## src/rtl/odo_round_key_sequencer_pkg.sv

```systemverilog
// Shared Odo round-key definitions: table geometry, sequencer FSM encodings,
// capture-pipe entry type and a flat-key slice helper.
package odo_round_key_sequencer_pkg;

    localparam int unsigned NUM_ROUNDS  = 9;
    localparam int unsigned KEY_W       = 10;
    localparam int unsigned PERIOD_W    = 4;
    localparam int unsigned ROM_LAT_DEF = 1;
    localparam int unsigned FLAT_W      = NUM_ROUNDS * KEY_W;

    localparam logic [PERIOD_W-1:0] LAST_IDX = PERIOD_W'(NUM_ROUNDS - 1);

    typedef logic [1:0] state_t;
    localparam state_t ST_IDLE   = 2'd0;
    localparam state_t ST_FETCH  = 2'd1;
    localparam state_t ST_STREAM = 2'd2;
    localparam state_t ST_DONE   = 2'd3;

    // One in-flight ROM read: which table slot the returning key belongs to.
    typedef struct packed {
        logic                vld;
        logic [PERIOD_W-1:0] idx;
    } cap_t;

    function automatic logic [KEY_W-1:0] key_slice(input logic [FLAT_W-1:0]   flat,
                                                    input logic [PERIOD_W-1:0] idx);
        key_slice = '0;
        for (int i = 0; i < NUM_ROUNDS; i++) begin
            if (idx == PERIOD_W'(i)) key_slice = flat[i*KEY_W +: KEY_W];
        end
    endfunction

endpackage

```

## src/rtl/odo_round_key_sequencer_if.sv

```systemverilog
// Round controller / key ROM / hashing core side of the round-key sequencer.
interface odo_round_key_sequencer_if;
    import odo_round_key_sequencer_pkg::*;

    logic                start;
    logic                busy;
    logic [PERIOD_W-1:0] period;
    logic [KEY_W-1:0]    rom_key;
    logic                key_valid;
    logic                key_ready;
    logic [KEY_W-1:0]    key_data;
    logic [PERIOD_W-1:0] key_idx;
    logic                key_last;
    logic [FLAT_W-1:0]   keys_flat;
    logic                keys_valid;
    logic                done;

    modport master (
        input  start, rom_key, key_ready,
        output busy, period, key_valid, key_data, key_idx, key_last,
               keys_flat, keys_valid, done
    );

    modport slave (
        output start, rom_key, key_ready,
        input  busy, period, key_valid, key_data, key_idx, key_last,
               keys_flat, keys_valid, done
    );

endinterface

```

## src/rtl/odo_key_capture_pipe.sv

```systemverilog
// Delays each issued table index by the ROM latency so it lines up with rom_key.
module odo_key_capture_pipe
    import odo_round_key_sequencer_pkg::*;
#(
    parameter int unsigned DEPTH = ROM_LAT_DEF
) (
    input  logic clk,
    input  logic rst_n,
    input  cap_t cap_in,
    output cap_t cap_out
);

    cap_t stage_q [DEPTH];

    always_ff @(posedge clk or negedge rst_n) begin
        if (!rst_n) begin
            for (int i = 0; i < DEPTH; i++) stage_q[i] <= '0;
        end else begin
            stage_q[0] <= cap_in;
            for (int i = 1; i < DEPTH; i++) stage_q[i] <= stage_q[i-1];
        end
    end

    assign cap_out = stage_q[DEPTH-1];

endmodule

```

## src/rtl/odo_round_key_sequencer.sv

```systemverilog
// Fetches all round keys from an external registered ROM into a buffer, then
// streams them out and exposes them as one flat word.
module odo_round_key_sequencer
    import odo_round_key_sequencer_pkg::*;
#(
    parameter int unsigned ROM_LAT = ROM_LAT_DEF
) (
    input  logic                       clk,
    input  logic                       rst_n,
    odo_round_key_sequencer_if.master  bus
);

    state_t              state_q,      state_d;
    logic [PERIOD_W-1:0] period_q,     period_d;
    logic                issuing_q,    issuing_d;
    logic                busy_q,       busy_d;
    logic                key_valid_q,  key_valid_d;
    logic [PERIOD_W-1:0] key_idx_q,    key_idx_d;
    logic [KEY_W-1:0]    key_data_q,   key_data_d;
    logic                key_last_q,   key_last_d;
    logic                keys_valid_q, keys_valid_d;
    logic                done_q,       done_d;
    logic [FLAT_W-1:0]   keys_q;

    cap_t                cap_in;
    cap_t                cap_out;
    logic                wr_en_c;
    logic                last_wr_c;
    logic [PERIOD_W-1:0] nxt_idx_c;
    logic [KEY_W-1:0]    first_key_c;

    assign cap_in.vld = issuing_q;
    assign cap_in.idx = period_q;

    odo_key_capture_pipe #(
        .DEPTH (ROM_LAT)
    ) u_capture_pipe (
        .clk     (clk),
        .rst_n   (rst_n),
        .cap_in  (cap_in),
        .cap_out (cap_out)
    );

    assign wr_en_c     = cap_out.vld && (state_q == ST_FETCH);
    assign last_wr_c   = wr_en_c && (cap_out.idx == LAST_IDX);
    assign nxt_idx_c   = key_idx_q + PERIOD_W'(1);
    // Slot 0 may land on the same edge we enter STREAM (single-round tables).
    assign first_key_c = (wr_en_c && cap_out.idx == PERIOD_W'(0)) ? bus.rom_key
                                                                   : key_slice(keys_q, PERIOD_W'(0));

    // Next-state and registered-output logic
    always_comb begin
        state_d      = state_q;
        period_d     = period_q;
        issuing_d    = issuing_q;
        busy_d       = busy_q;
        key_valid_d  = key_valid_q;
        key_idx_d    = key_idx_q;
        key_data_d   = key_data_q;
        key_last_d   = key_last_q;
        keys_valid_d = keys_valid_q;
        done_d       = 1'b0;

        case (state_q)
            ST_IDLE: begin
                if (bus.start) begin
                    state_d      = ST_FETCH;
                    busy_d       = 1'b1;
                    period_d     = '0;
                    issuing_d    = 1'b1;
                    keys_valid_d = 1'b0;
                    key_idx_d    = '0;
                end
            end
            ST_FETCH: begin
                if (issuing_q) begin
                    if (period_q == LAST_IDX) issuing_d = 1'b0;
                    else                      period_d  = period_q + PERIOD_W'(1);
                end
                if (last_wr_c) begin
                    state_d      = ST_STREAM;
                    keys_valid_d = 1'b1;
                    key_valid_d  = 1'b1;
                    key_idx_d    = '0;
                    key_data_d   = first_key_c;
                    key_last_d   = (LAST_IDX == PERIOD_W'(0));
                end
            end
            ST_STREAM: begin
                if (key_valid_q && bus.key_ready) begin
                    if (key_last_q) begin
                        state_d     = ST_DONE;
                        key_valid_d = 1'b0;
                        key_last_d  = 1'b0;
                        done_d      = 1'b1;
                    end else begin
                        key_idx_d  = nxt_idx_c;
                        key_data_d = key_slice(keys_q, nxt_idx_c);
                        key_last_d = (nxt_idx_c == LAST_IDX);
                    end
                end
            end
            ST_DONE: begin
                state_d = ST_IDLE;
                busy_d  = 1'b0;
            end
            default: state_d = ST_IDLE;
        endcase
    end

    always_ff @(posedge clk or negedge rst_n) begin
        if (!rst_n) begin
            state_q      <= ST_IDLE;
            period_q     <= '0;
            issuing_q    <= 1'b0;
            busy_q       <= 1'b0;
            key_valid_q  <= 1'b0;
            key_idx_q    <= '0;
            key_data_q   <= '0;
            key_last_q   <= 1'b0;
            keys_valid_q <= 1'b0;
            done_q       <= 1'b0;
        end else begin
            state_q      <= state_d;
            period_q     <= period_d;
            issuing_q    <= issuing_d;
            busy_q       <= busy_d;
            key_valid_q  <= key_valid_d;
            key_idx_q    <= key_idx_d;
            key_data_q   <= key_data_d;
            key_last_q   <= key_last_d;
            keys_valid_q <= keys_valid_d;
            done_q       <= done_d;
        end
    end

    // Key buffer; doubles as the flat parallel view
    always_ff @(posedge clk or negedge rst_n) begin
        if (!rst_n) begin
            keys_q <= '0;
        end else if (wr_en_c) begin
            for (int i = 0; i < NUM_ROUNDS; i++) begin
                if (cap_out.idx == PERIOD_W'(i)) keys_q[i*KEY_W +: KEY_W] <= bus.rom_key;
            end
        end
    end

    assign bus.busy       = busy_q;
    assign bus.period     = period_q;
    assign bus.key_valid  = key_valid_q;
    assign bus.key_data   = key_data_q;
    assign bus.key_idx    = key_idx_q;
    assign bus.key_last   = key_last_q;
    assign bus.keys_flat  = keys_q;
    assign bus.keys_valid = keys_valid_q;
    assign bus.done       = done_q;

endmodule

```

## src/flat_wrapper.sv

```systemverilog
// flat-port wrapper written by rule: the top's interface ports become plain ports
module odo_round_key_sequencer_flat import odo_round_key_sequencer_pkg::*;
#(
    parameter int unsigned ROM_LAT = ROM_LAT_DEF
)
  (clk, rst_n, bus_start, bus_rom_key, bus_key_ready, bus_busy, bus_period, bus_key_valid, bus_key_data, bus_key_idx, bus_key_last, bus_keys_flat, bus_keys_valid, bus_done);
  odo_round_key_sequencer_if bus_i ();
  input  logic clk;
  input  logic rst_n;
  input wire logic [$bits(bus_i.start)-1:0] bus_start;
  input wire logic [$bits(bus_i.rom_key)-1:0] bus_rom_key;
  input wire logic [$bits(bus_i.key_ready)-1:0] bus_key_ready;
  output wire logic [$bits(bus_i.busy)-1:0] bus_busy;
  output wire logic [$bits(bus_i.period)-1:0] bus_period;
  output wire logic [$bits(bus_i.key_valid)-1:0] bus_key_valid;
  output wire logic [$bits(bus_i.key_data)-1:0] bus_key_data;
  output wire logic [$bits(bus_i.key_idx)-1:0] bus_key_idx;
  output wire logic [$bits(bus_i.key_last)-1:0] bus_key_last;
  output wire logic [$bits(bus_i.keys_flat)-1:0] bus_keys_flat;
  output wire logic [$bits(bus_i.keys_valid)-1:0] bus_keys_valid;
  output wire logic [$bits(bus_i.done)-1:0] bus_done;
  assign bus_i.start = bus_start;
  assign bus_i.rom_key = bus_rom_key;
  assign bus_i.key_ready = bus_key_ready;
  assign bus_busy = bus_i.busy;
  assign bus_period = bus_i.period;
  assign bus_key_valid = bus_i.key_valid;
  assign bus_key_data = bus_i.key_data;
  assign bus_key_idx = bus_i.key_idx;
  assign bus_key_last = bus_i.key_last;
  assign bus_keys_flat = bus_i.keys_flat;
  assign bus_keys_valid = bus_i.keys_valid;
  assign bus_done = bus_i.done;
  odo_round_key_sequencer #(.ROM_LAT(ROM_LAT)) u_core (.clk(clk), .rst_n(rst_n), .bus(bus_i));
endmodule
```

## config.mk

```make
export PLATFORM = sky130hd
export DESIGN_NAME = odo_round_key_sequencer_flat
export DESIGN_NICKNAME = d
export VERILOG_FILES = /design/src/rtl/odo_round_key_sequencer_pkg.sv /design/src/rtl/odo_round_key_sequencer_if.sv /design/src/rtl/odo_key_capture_pipe.sv /design/src/rtl/odo_round_key_sequencer.sv /design/src/flat_wrapper.sv
export SDC_FILE = /design/constraint.sdc
export NUM_CORES = 1
export LEC_CHECK = 0
export ABC_AREA = 1
export CORE_ASPECT_RATIO = 0.9
export CORE_UTILIZATION = 35
export DETAILED_ROUTE_END_ITERATION = 12
export GPL_ROUTABILITY_DRIVEN = 0
export RECOVER_POWER = 25
export SETUP_SLACK_MARGIN = 0.15
export SYNTH_ARGS = -nofsm -noshare
export SYNTH_HDL_FRONTEND = slang
export SYNTH_SLANG_ARGS = --single-unit
```

## constraint.sdc

```tcl
create_clock -name clk -period 5.1 [get_ports clk]
set_input_delay 1.02 -clock clk [delete_from_list [all_inputs] [get_ports clk]]
set_output_delay 1.02 -clock clk [all_outputs]
set_load 0.03 [all_outputs]
```

== Yosys cells after proc, flatten, opt, wreduce, memory -nomap -nowiden ==
Cells that the tools add are included.

* Input bits: 14
* Bits in registers: 121

* Reductions and logical operators: 29
* Eq/ne operators: 27
* Muxes and demuxes: 45
* Add/subtract/negate cells: 2

{| class="wikitable"
|+ Operators with widths
! kind !! count
|-
| $mux W10 || 13
|-
| $eq A4 B3 Y1 const B || 8
|-
| $mux W4 || 6
|-
| $reduce_and A2 Y1 || 11
|-
| $pmux W10 S2 || 1
|-
| $eq A4 B2 Y1 const B || 4
|-
| $reduce_and A4 Y1 || 4
|-
| $mux W1 || 13
|-
| $eq A4 B4 Y1 const B || 3
|-
| $pmux W4 S3 || 1
|-
| $pmux W1 S2 || 5
|-
| $add A4 B1 Y4 const B || 2
|-
| $eq A4 B1 Y1 const B || 2
|-
| $logic_not A4 Y1 || 2
|-
| $mux W2 || 4
|-
| $ne A2 B1 Y1 const B || 4
|-
| $pmux W2 S4 || 1
|-
| $pmux W4 S2 || 1
|-
| $ne A2 B2 Y1 const B || 3
|-
| $reduce_and A3 Y1 || 2
|-
| $reduce_bool A2 Y1 || 3
|-
| $reduce_and A5 Y1 || 1
|-
| $eq A2 B2 Y1 const B || 2
|-
| $logic_and A1 B1 Y1 || 4
|-
| 3 further kinds || 3
|}

== Logic depth before layout (Yosys ltp) ==
Gate-level depths: netlist (run 1).

* Depth in word-level cells: 14
* Mapped depth: 18
* Mapped depth without buffers: 17

== Hierarchy ==
From an unflattened synthesis (run 1), not the netlist that was laid out.

* Cells, all modules: 778
* Area, all modules: 6089.6 µm²

{| class="wikitable"
|+ By module, submodules not included
! module !! area an instance (µm²) !! instances !! cells each !! seq. area each (µm²)
|-
| odo_round_key_sequencer || 5964.5 || 1 || 773 || 2902.8
|-
| odo_key_capture_pipe || 125.1 || 1 || 5 || 125.1
|}

== Worst setup path after synthesis (run 1) ==
No wires, ideal clock.

* Kind: register to register
* Start point: register u_core.key_idx_q[0], in the netlist u_core.bus.key_idx[0]
* End point: register u_core.key_data_q[3], in the netlist u_core.bus.key_data[3]
* Buffers on the path: 1
* Data arrival time: 1.973 ns
* Period minus slack after synthesis: 2.093 ns
* Slack: 3.007 ns
* Cell stages (with the launch flop): 18
* Library setup time: 0.120 ns
* Path through: dfrtp_1 -> ha_1 -> inv_1 -> nand2_1 -> nand2_2 -> inv_2 -> nand3_2 -> buf_4 -> nand3_1 -> nand2_1 -> nand2_1 -> nand3_1 -> nand2_1 -> nand2_1 -> nand2_1 -> nand2_1 -> nand2_1 -> a21oi_2

* Word-level cells in the longest chain between the ends: 14
* Elaborated cells between the ends (all ways): 22
* Classes of those cells: add/sub (1); eq/ne (8); mux (12); reduce/logical (1)

{| class="wikitable"
|+ Ends and longest elaborated chain
! what !! RTL line !! source
|-
| from (decl) || odo_round_key_sequencer.sv:18 || <nowiki>logic [PERIOD_W-1:0] key_idx_q, key_idx_d;</nowiki>
|-
| from (signal assigned) || odo_round_key_sequencer.sv:129 || <nowiki>key_idx_q <= key_idx_d;</nowiki>
|-
| $add A4 B1 Y4 * || odo_round_key_sequencer.sv:46 || <nowiki>assign nxt_idx_c = key_idx_q + PERIOD_W'(1);</nowiki>
|-
| $logic_not A4 Y1 || odo_round_key_sequencer_pkg.sv:29 || <nowiki>if (idx == PERIOD_W'(i)) key_slice = flat[i*KEY_W +: KEY_W];</nowiki>
|-
| $mux W10 (8 in series) || odo_round_key_sequencer_pkg.sv:29 ||
|-
| $mux W10 * || odo_round_key_sequencer_pkg.sv:29 ||
|-
| $mux W10 * || odo_round_key_sequencer.sv:91 || <nowiki>if (key_last_q) begin</nowiki>
|-
| $mux W10 * || odo_round_key_sequencer.sv:90 || <nowiki>if (key_valid_q && bus.key_ready) begin</nowiki>
|-
| $pmux W10 S2 * || odo_round_key_sequencer.sv:64 || <nowiki>case (state_q)</nowiki>
|-
| to (signal assigned) || odo_round_key_sequencer.sv:130 || <nowiki>key_data_q <= key_data_d;</nowiki>
|-
| to (decl) || odo_round_key_sequencer.sv:19 || <nowiki>logic [KEY_W-1:0] key_data_q, key_data_d;</nowiki>
|}

Mark *: on every way between the ends. The rest lies on a longest branch, timed or not. The select of a mux whose other input is x is not followed.
A chain may end at the register's enable or synchronous reset.

== Worst setup path after layout (run 1) ==
Same ends and word-level chain as after synthesis.

==> key figures, run 1 <==
Worst setup path
  • Cells on worst reg2reg path: 10
  • Reg2Reg Setup Slack: between 2000 and 2500 ps
  • Startpoint types: register
  • Largest stage delay, worst path: 610 ps
  • Crit-path max FO: 21
  • Critical path data required time: 5410 ps
  • Slowest cell on the critical path: nand2_1
  • Critical path endpoint category: register
  • Worst setup path class: reg -> reg
  • R2R Path End: u_core.bus.key_data[3]$_DFFE_PN0P_
  • Data arrival time of the worst path: 3150 ps
  • Most frequent CP cell: nand2_1
  • Worst-path cell chain: ha_1 -> inv_1 -> nand2_1 -> nand2_2 -> nor2_1 -> nand2_1 -> o21ai_0 -> inv_1 -> nand2_1 -> a21oi_2
  • Crit Reg-Reg Startpoint: u_core.bus.key_idx[0]$_DFFE_PN0P_

Synth
  • Post-Syn Area: 5990 um^2
  • Gate Count Post-Synth: 773
  • Synth Area per Inst: 7.75 um^2
  • Area contributors post-synth: dfrtp_1 51%, nand2_1 16%, o21ai_0 10%, inv_1 6.3%, nand3_1 3.8%
  • Yosys reg bits: 121
  • Ys Warns: 0
  • Sequential area share after synthesis: 50.6%
  • Area fraction of the dominant cell type after synthesis: between 50% and 60%
  • Distinct cells, synth: 31
  • Synth Net Count: 798
  • Post-synth top area cell: dfrtp_1

Global routing
  • Vias in the first global route: about 5,000
  • Total global routing overflow: 0
  • First-pass GRT wire length: 28.9 mm
  • Largest net degree at the start of global routing: 83
  • GRT Overall Usage: 22.1%
  • Initial antenna violation count: 0

Pwr
  • Leak: 0.00396 uW
  • Worst vdd ir: 0.000333 V
  • Sw Share: 47.2%
  • Cell Pwr Density: 761 nW/um^2
  • Sequential power share: 28.9%
  • Logic pwr share: 51.3%
  • Clk pwr share: between 10% and 20%
  • Int Power: between 3000 and 4000 uW
  • Net Sw Power: around 2800 uW

Place
  • DP Worst Slack: approximately 2000 ps
  • Number of port buffers: between 100 and 150
  • Dpl hpwl: 13.1 mm
  • Cell Area, Placed: about 7400 um^2

Die
  • Starting density of the core: 36.5%
  • Row count: 44
  • Core area: 16,400 um^2
  • Ports: 127
  • Die H: 126 um
  • Die area: around 18,000 um^2
  • Die Wd: 140 um

Final layout
  • Share of post-route cells with drive strength above 1: 6.01%
  • Number of fill cells: 1,637
  • Fin area: 7940 um^2
  • ANT cells: 0
  • Commonest cells after routing, fill and taps aside: 257 x nand2_1, 124 x clkdlybuf4s50_1, 121 x o21ai_0, 121 x dfrtp_1, 100 x inv_1
  • Synth-to-layout area growth: 32.6%
  • Fin nets: 910
  • Commonest non-fill, non-tap cell in the layout: nand2_1

Status
  • Failing checks: max-capacitance violations, max-slew violations
  • Status: finished, violations left

Clocking
  • Reg clk slew, reported paths: 60 ps
  • Total CTS buffers: 17
  • # resized after CTS: 0
  • # hold bufs at CTS: 0
  • Htree depth: 4
  • Setup Buffers After CTS: 0
  • Sink Count: 121
  • Max clock buf depth: 2
  • CTS tree: yes
  • Clock root buffer: clkbuf_16
  • Clock latency at the later pin of the worst-skew pair: 430 ps

STA
  • Setup repair after global routing missed its margin: false
  • Final setup skew: slightly below 8 ps
  • FMAX: 353 MHz
  • Final setup margin: between 2000 and 2500 ps
  • Final TNS setup: 0 ps
  • Crit share post-route: between 50% and 60%
  • Fin crit period: 2830 ps
  • Hold WS: just over 400 ps
  • Rel. slew slack: -40.1%
  • Worst-margin pin slew: 2100 ps
  • Final Hold Fails: 0
  • Final Setup Violations: 0
  • Slew Limit Fails: between 80 and 90

Worst hold path
  • Hold path depth: 0
  • Hold Path Sink: u_core.u_capture_pipe.cap_out[4]$_DFF_PN0_
  • Hold Startpoint: u_core.issuing_q$_DFFE_PN0P_
  • Worst min-delay path category: reg -> reg

Route
  • Routed wire per std cell: ~17 um
  • Pre-antenna DRT Iters: 7
  • DRC Markers: 0
  • Detail Route Antenna Nets: 0
  • Routed WL: 18.6 mm
  • Vias per cell: 4.90
  • DR iter-0 viols: around 550
  • DR vias: 5,420

Job
  • Max cap viols: 1
==> registers in the layout (all words and copies together) (netlist names), 2 cells and up <==
signal                         count
u_core.bus.key_data               10
u_core.u_capture_pipe.cap_out      5
u_core.bus.key_idx                 4
u_core.bus.period                  4
u_core.bus.keys_flat              90
u_core.state_q                     2
==> worst max path at each step <==
| stage | from | end | slack, ps | cells after the start |
|---|---|---|---|---|
| floorplan | u_core.bus.key_idx[0]$_DFFE_PN0P_ | u_core.bus.key_data[3]$_DFFE_PN0P_ | 3010 | 17 |
| global placement | bus_key_ready | u_core.bus.key_data[7]$_DFFE_PN0P_ | 2040 | 8 |
| finish | u_core.bus.key_idx[0]$_DFFE_PN0P_ | u_core.bus.key_data[3]$_DFFE_PN0P_ | 2270 | 10 |
| detailed placement | bus_key_ready | u_core.bus.key_data[8]$_DFFE_PN0P_ | 1950 | 8 |
| CTS | u_core.bus.key_idx[0]$_DFFE_PN0P_ | u_core.bus.key_data[3]$_DFFE_PN0P_ | 2290 | 10 |
| global route | rst_n | u_core.bus.keys_flat[63]$_DFFE_PN0P_ | 2020 | 2 |
==> per-layer routing <==
| metal | wire, um | vias up | GRT usage [%] |
|---|---|---|---|
| met5 | 0 | - | 0 |
| met1 | 8860 | 2500 | 32.5 |
| met4 | 191 | 0 | 4.85 |
| li1 | - | 2678 | - |
| met3 | 1530 | 18 | 4.98 |
| met2 | 7990 | 224 | 32.9 |
==> kinds of logic after synthesis <==
family,synth area share [%]
adder cells (fa/ha/maj),2.30
flip-flops,50.6
AND/OR/NAND/NOR,24.0
buffers and inverters,9.11
AO/OA/AOI/OAI,14.0
==> area by class of cell <==
class | instances | area (um^2) | share of cell area (%)
clock buffer | 18 | 439 | 5.53
clock inverter | 14 | 146 | 1.84
inverter | 104 | 390 | 4.92
multi-input combinational | 514 | 2410 | 30.4
sequential | 121 | 3030 | 38.1
tap | 207 | 259 | 3.26
timing repair buffer | 127 | 1260 | 15.9
==> power by group through the flow <==
stage / logic, uW / clock network [uW] / registers [uW]
after floorplan: 1220 / 0 / 2330
final: 3100 / 1190 / 1750
after global routing: 3380 / 1240 / 1810
after global placement: 3060 / 0 / 1760
after detailed placement: 3080 / 0 / 1760
after CTS: 3100 / 1200 / 1750
==> cells in the mapped netlist <==
cell type  number
a21oi_1        12
a21oi_2         6
a31o_2          1
buf_1           1
buf_2           3
buf_4           2
buf_6           2
clkbuf_1       25
clkbuf_2        1
clkinv_1        1
dfrtp_1       121
ha_1           11
inv_1         100
inv_2           3
nand2_1       257
nand2_2         3
nand2_4         3
nand3_1        45
nand3_2         1
nand3_4         1
nand3b_1        1
nand4_1         5
nor2_1         20
nor2_4          1
nor2_8          1
nor3_1          3
nor3b_1         1
o21a_1          1
o21ai_0       121
o21ai_1        17
o22ai_1         3
==> per-stage QoR <==
step,std cells,total power (uW),util (%)
2_1_floorplan,773,3550,-
3_3_place_gp,1073,4820,44.8
3_5_place_dp,1073,4840,44.8
4_1_cts,1105,6050,48.4
5_1_grt,1105,6430,48.4
6_report,1105,6040,48.4
==> worst max-delay path, delay by kind of cell, from the launching register on <==
kind / cells / cell delay, ps
AOI/OAI and AO/OA: 2 / 410
adders and majority gates: 1 / 240
buffers and inverters: 2 / 110
and+or+nand+nor: 5 / 1440
DFF: 1 / 520
(Power assumes the default switching activity.)
==> run 2: changes to the inputs <==
==> constraint.sdc (replaced) <==
create_clock -name clk -period 2.4 [get_ports clk]
set_input_delay 0.48 -clock clk [delete_from_list [all_inputs] [get_ports clk]]
set_output_delay 0.48 -clock clk [all_outputs]
set_load 0.03 [all_outputs]
==> run 2 against run 1 <==
The flow now finishes without violations. Critical path type unchanged. Flip-flop and latch count stayed put. Power is 120% higher. Clock power is 130% higher. Non-clock buffer count is 41 higher. Critical path depth is 7 higher. Sequential power is 110% higher.
==> key figures, run 2 (same netlist as run 1, synthesis figures left out) <==
Worst setup path
  • CP top delay family: simple AND/OR/NAND/NOR gates
  • Startpoint types: register
  • Slowest cell on the critical path: dfrtp_1
  • Critical path endpoint category: register
  • Worst Path Buf+Inv: 3 (+1)
  • Data arrival time of the worst path: 2490 ps (-660 ps)
  • Worst setup path class: reg -> reg
  • Largest stage delay, worst path: 380 ps (-230 ps)
  • Critical path data required time: 2740 ps (-2670 ps)
  • Worst-path cell chain: buf_4 -> nand3_1 -> nand2_1 -> nand2_4 -> buf_12 -> nand2_4 -> nor2_2 -> nand2_1 -> nand2_1 -> inv_1 -> nand3_1 -> nand2_1 -> nand2_1 -> nand2_1 -> nand2_1 -> nand2_1 -> a21oi_1
  • Crit-path max FO: 8 (-62%)
  • Most frequent CP cell: nand2_1

Final layout
  • ANT cells: 0 (unchanged)
  • Synth-to-layout area growth: 40.0%
  • Share of post-route cells with drive strength above 1: 11.2% (+5.1 points)
  • Max reg flops: 90 (unchanged)
  • Reg area: 3030 um^2 (unchanged)
  • Multi-input gate area: 2440 um^2 (+1.3%)
  • Fin nets: 953 (+4.7%)
  • Commonest non-fill, non-tap cell in the layout: nand2_1
  • Number of fill cells: 1,586 (-3.1%)
  • Finished Layout Cells: 1,148 (+3.9%)
  • Commonest cells after routing, fill and taps aside: 256 x nand2_1, 125 x clkdlybuf4s50_1, 121 x dfrtp_1

Route
  • Metal2 WL: 8.77 mm (+9.7%)
  • Top layer used by detailed routing: met4
  • Vias per cell: 4.95 (+0.91%)
  • Detail Route Antenna Nets: 0 (unchanged)
  • Pre-antenna DRT Iters: 5 (-2)
  • Met3 wire len: 1.18 mm (-23%)
  • WL met1: 9.41 mm (+6.2%)
  • DR vias: 5,682 (+4.8%)
  • Routed WL: 19.8 mm (+6.6%)
  • Routed wire per std cell: 17.3 um (+2.6%)
  • DRC Markers: 0 (unchanged)
  • DR iter-0 viols: 431 (-22%)

STA
  • Final TNS setup: 0 ps (unchanged)
  • Final Hold Fails: 0 (unchanged)
  • Final Setup Violations: 0 (unchanged)
  • Worst-margin pin slew: 1110 ps (-991 ps)
  • Setup repair after global routing missed its margin: true
  • Fin crit period: 2150 ps (-687 ps)
  • Slew Limit Fails: 0 (-100%)
  • Rel. slew slack: 26.0% (+66 points)
  • Final setup skew: 13.8 ps (+5.86 ps)
  • FMAX: 466 MHz (+32%)
  • Crit share post-route: 89.5% (+34 points)

Die
  • Die area: 17,600 um^2 (unchanged)
  • Die Wd: 140 um (unchanged)
  • Starting density of the core: 36.5% (unchanged)
  • Row count: 44 (unchanged)
  • Ports: 127 (unchanged)
  • Die H: 126 um (unchanged)
  • Core area: 16,400 um^2 (unchanged)

Clocking
  • Reg clk slew, reported paths: 60 ps (about the same)
  • Clock root buffer: clkbuf_16
  • CTS tree: yes
  • Htree depth: 4 (unchanged)
  • Sink Count: 121 (unchanged)
  • Clock latency at the later pin of the worst-skew pair: 430 ps (about the same)
  • Total CTS buffers: 17 (unchanged)
  • Max clock buf depth: 2 (unchanged)
  • # hold bufs at CTS: 0 (unchanged)

Global routing
  • Vias in the first global route: 5,366 (+7.5%)
  • Largest net degree at the start of global routing: 45 (-46%)
  • Initial antenna violation count: 0 (unchanged)
  • Total global routing overflow: 0 (unchanged)
  • GRT Overall Usage: 23.4% (+1.3 points)
  • First-pass GRT wire length: 30.5 mm (+5.7%)

Status
  • Status: finished clean

Pwr
  • Leak: 0.00419 uW (+5.9%)
  • Worst vdd ir: 0.000842 V (+150%)
  • Design Power: 13,200 uW (+120%)
  • Cell Pwr Density: 1580 nW/um^2 (+110%)

Job
  • Max cap viols: 0 (-1)

Place
  • Placed Cells: 1,105 (+3.0%)
  • Dpl hpwl: 14.2 mm (+8.6%)
  • Number of port buffers: 126 (unchanged)

Worst hold path
  • Worst min-delay path category: in -> async
## run 2: changes by cell type in the layout (fill, tap and decap cells not counted), sizes merged, moves of 2 or more
cell	delta
buf	+39
clkbuf	+5
inv	-4
bufinv	+2
## run 2: through the flow
| step | util [%] | cell area, um^2 | hold slack [ps] | setup slack (ps) |
|---|---|---|---|---|
| 3_3_place_gp | 46.5 | 7630 | 393 | 179 |
| 2_1_floorplan | - | 5990 | 184 | 307 |
| 4_1_cts | 50.5 | 8280 | 40.3 | 190 |
| 3_5_place_dp | 46.5 | 7630 | 397 | 162 |
| 6_report | 51.1 | 8380 | 204 | 253 |
| 5_1_grt | 51.1 | 8380 | 269 | 137 |
## run 2: final cells by class
| class | instances | share of cell area, % |
|---|---|---|
| clock buffers | 21 | 5.73 |
| clock inverters | 11 | 2.00 |
| inverters | 104 | 4.81 |
| multi-input cells | 515 | 29.2 |
| flip-flops and latches | 121 | 36.1 |
| well taps | 207 | 3.09 |
| repair buffers | 168 | 19.0 |
| repair inverters | 1 | 0.0597 |
## run 2: final timing paths
kind                                                   startpoint                                         end  slack (ps)  cells after the start
min in group clk                     u_core.issuing_q$_DFFE_PN0P_  u_core.u_capture_pipe.cap_out[4]$_DFF_PN0_         410                      0
worst min register to register       u_core.issuing_q$_DFFE_PN0P_  u_core.u_capture_pipe.cap_out[4]$_DFF_PN0_         410                      0
max in group asynchronous                                   rst_n        u_core.bus.keys_flat[31]$_DFFE_PN0P_         590                      2
worst max-delay path            u_core.bus.key_idx[0]$_DFFE_PN0P_          u_core.bus.key_data[1]$_DFFE_PN0P_         250                     17
worst max register to register  u_core.bus.key_idx[0]$_DFFE_PN0P_          u_core.bus.key_data[1]$_DFFE_PN0P_         250                     17
worst min-delay path                                        rst_n                   u_core.bus.done$_DFF_PN0_         200                      1
## run 2: routing by layer
metal  up-vias  GRT usage [%]
li1       2776              -
met1      2673           33.1
met2       211           34.7
met3        22           5.21
met4         0           9.11
met5         -              0
## run 2: power by group
part / leakage [uW] / switching, uW / internal (uW) / total (uW)
registers: 0.00130 / 873 / 2870 / 3740
logic: 0.00258 / 4200 / 2530 / 6720
clock network: 0.000315 / 933 / 1840 / 2780
## run 2: worst reg2reg max path: stages (launching register included)
cell	delay, ps
dfrtp_1	380
buf_4	170
nand3_1	80
nand2_1	80
nand2_4	140
buf_12	130
nand2_4	100
nor2_2	260
nand2_1	90
nand2_1	70
inv_1	40
nand3_1	70
nand2_1	60
nand2_1	60
nand2_1	50
nand2_1	100
nand2_1	90
a21oi_1	130
## run 2: repair_timing
item / CTS / global route
cloned: 0 / 2
endpoints found under the hold margin: 0 / 0
pin swaps: 0 / 2
setup buffers: 0 / 9
gates resized for setup: 1 / 14
setup endpoints to repair: 1 / 14
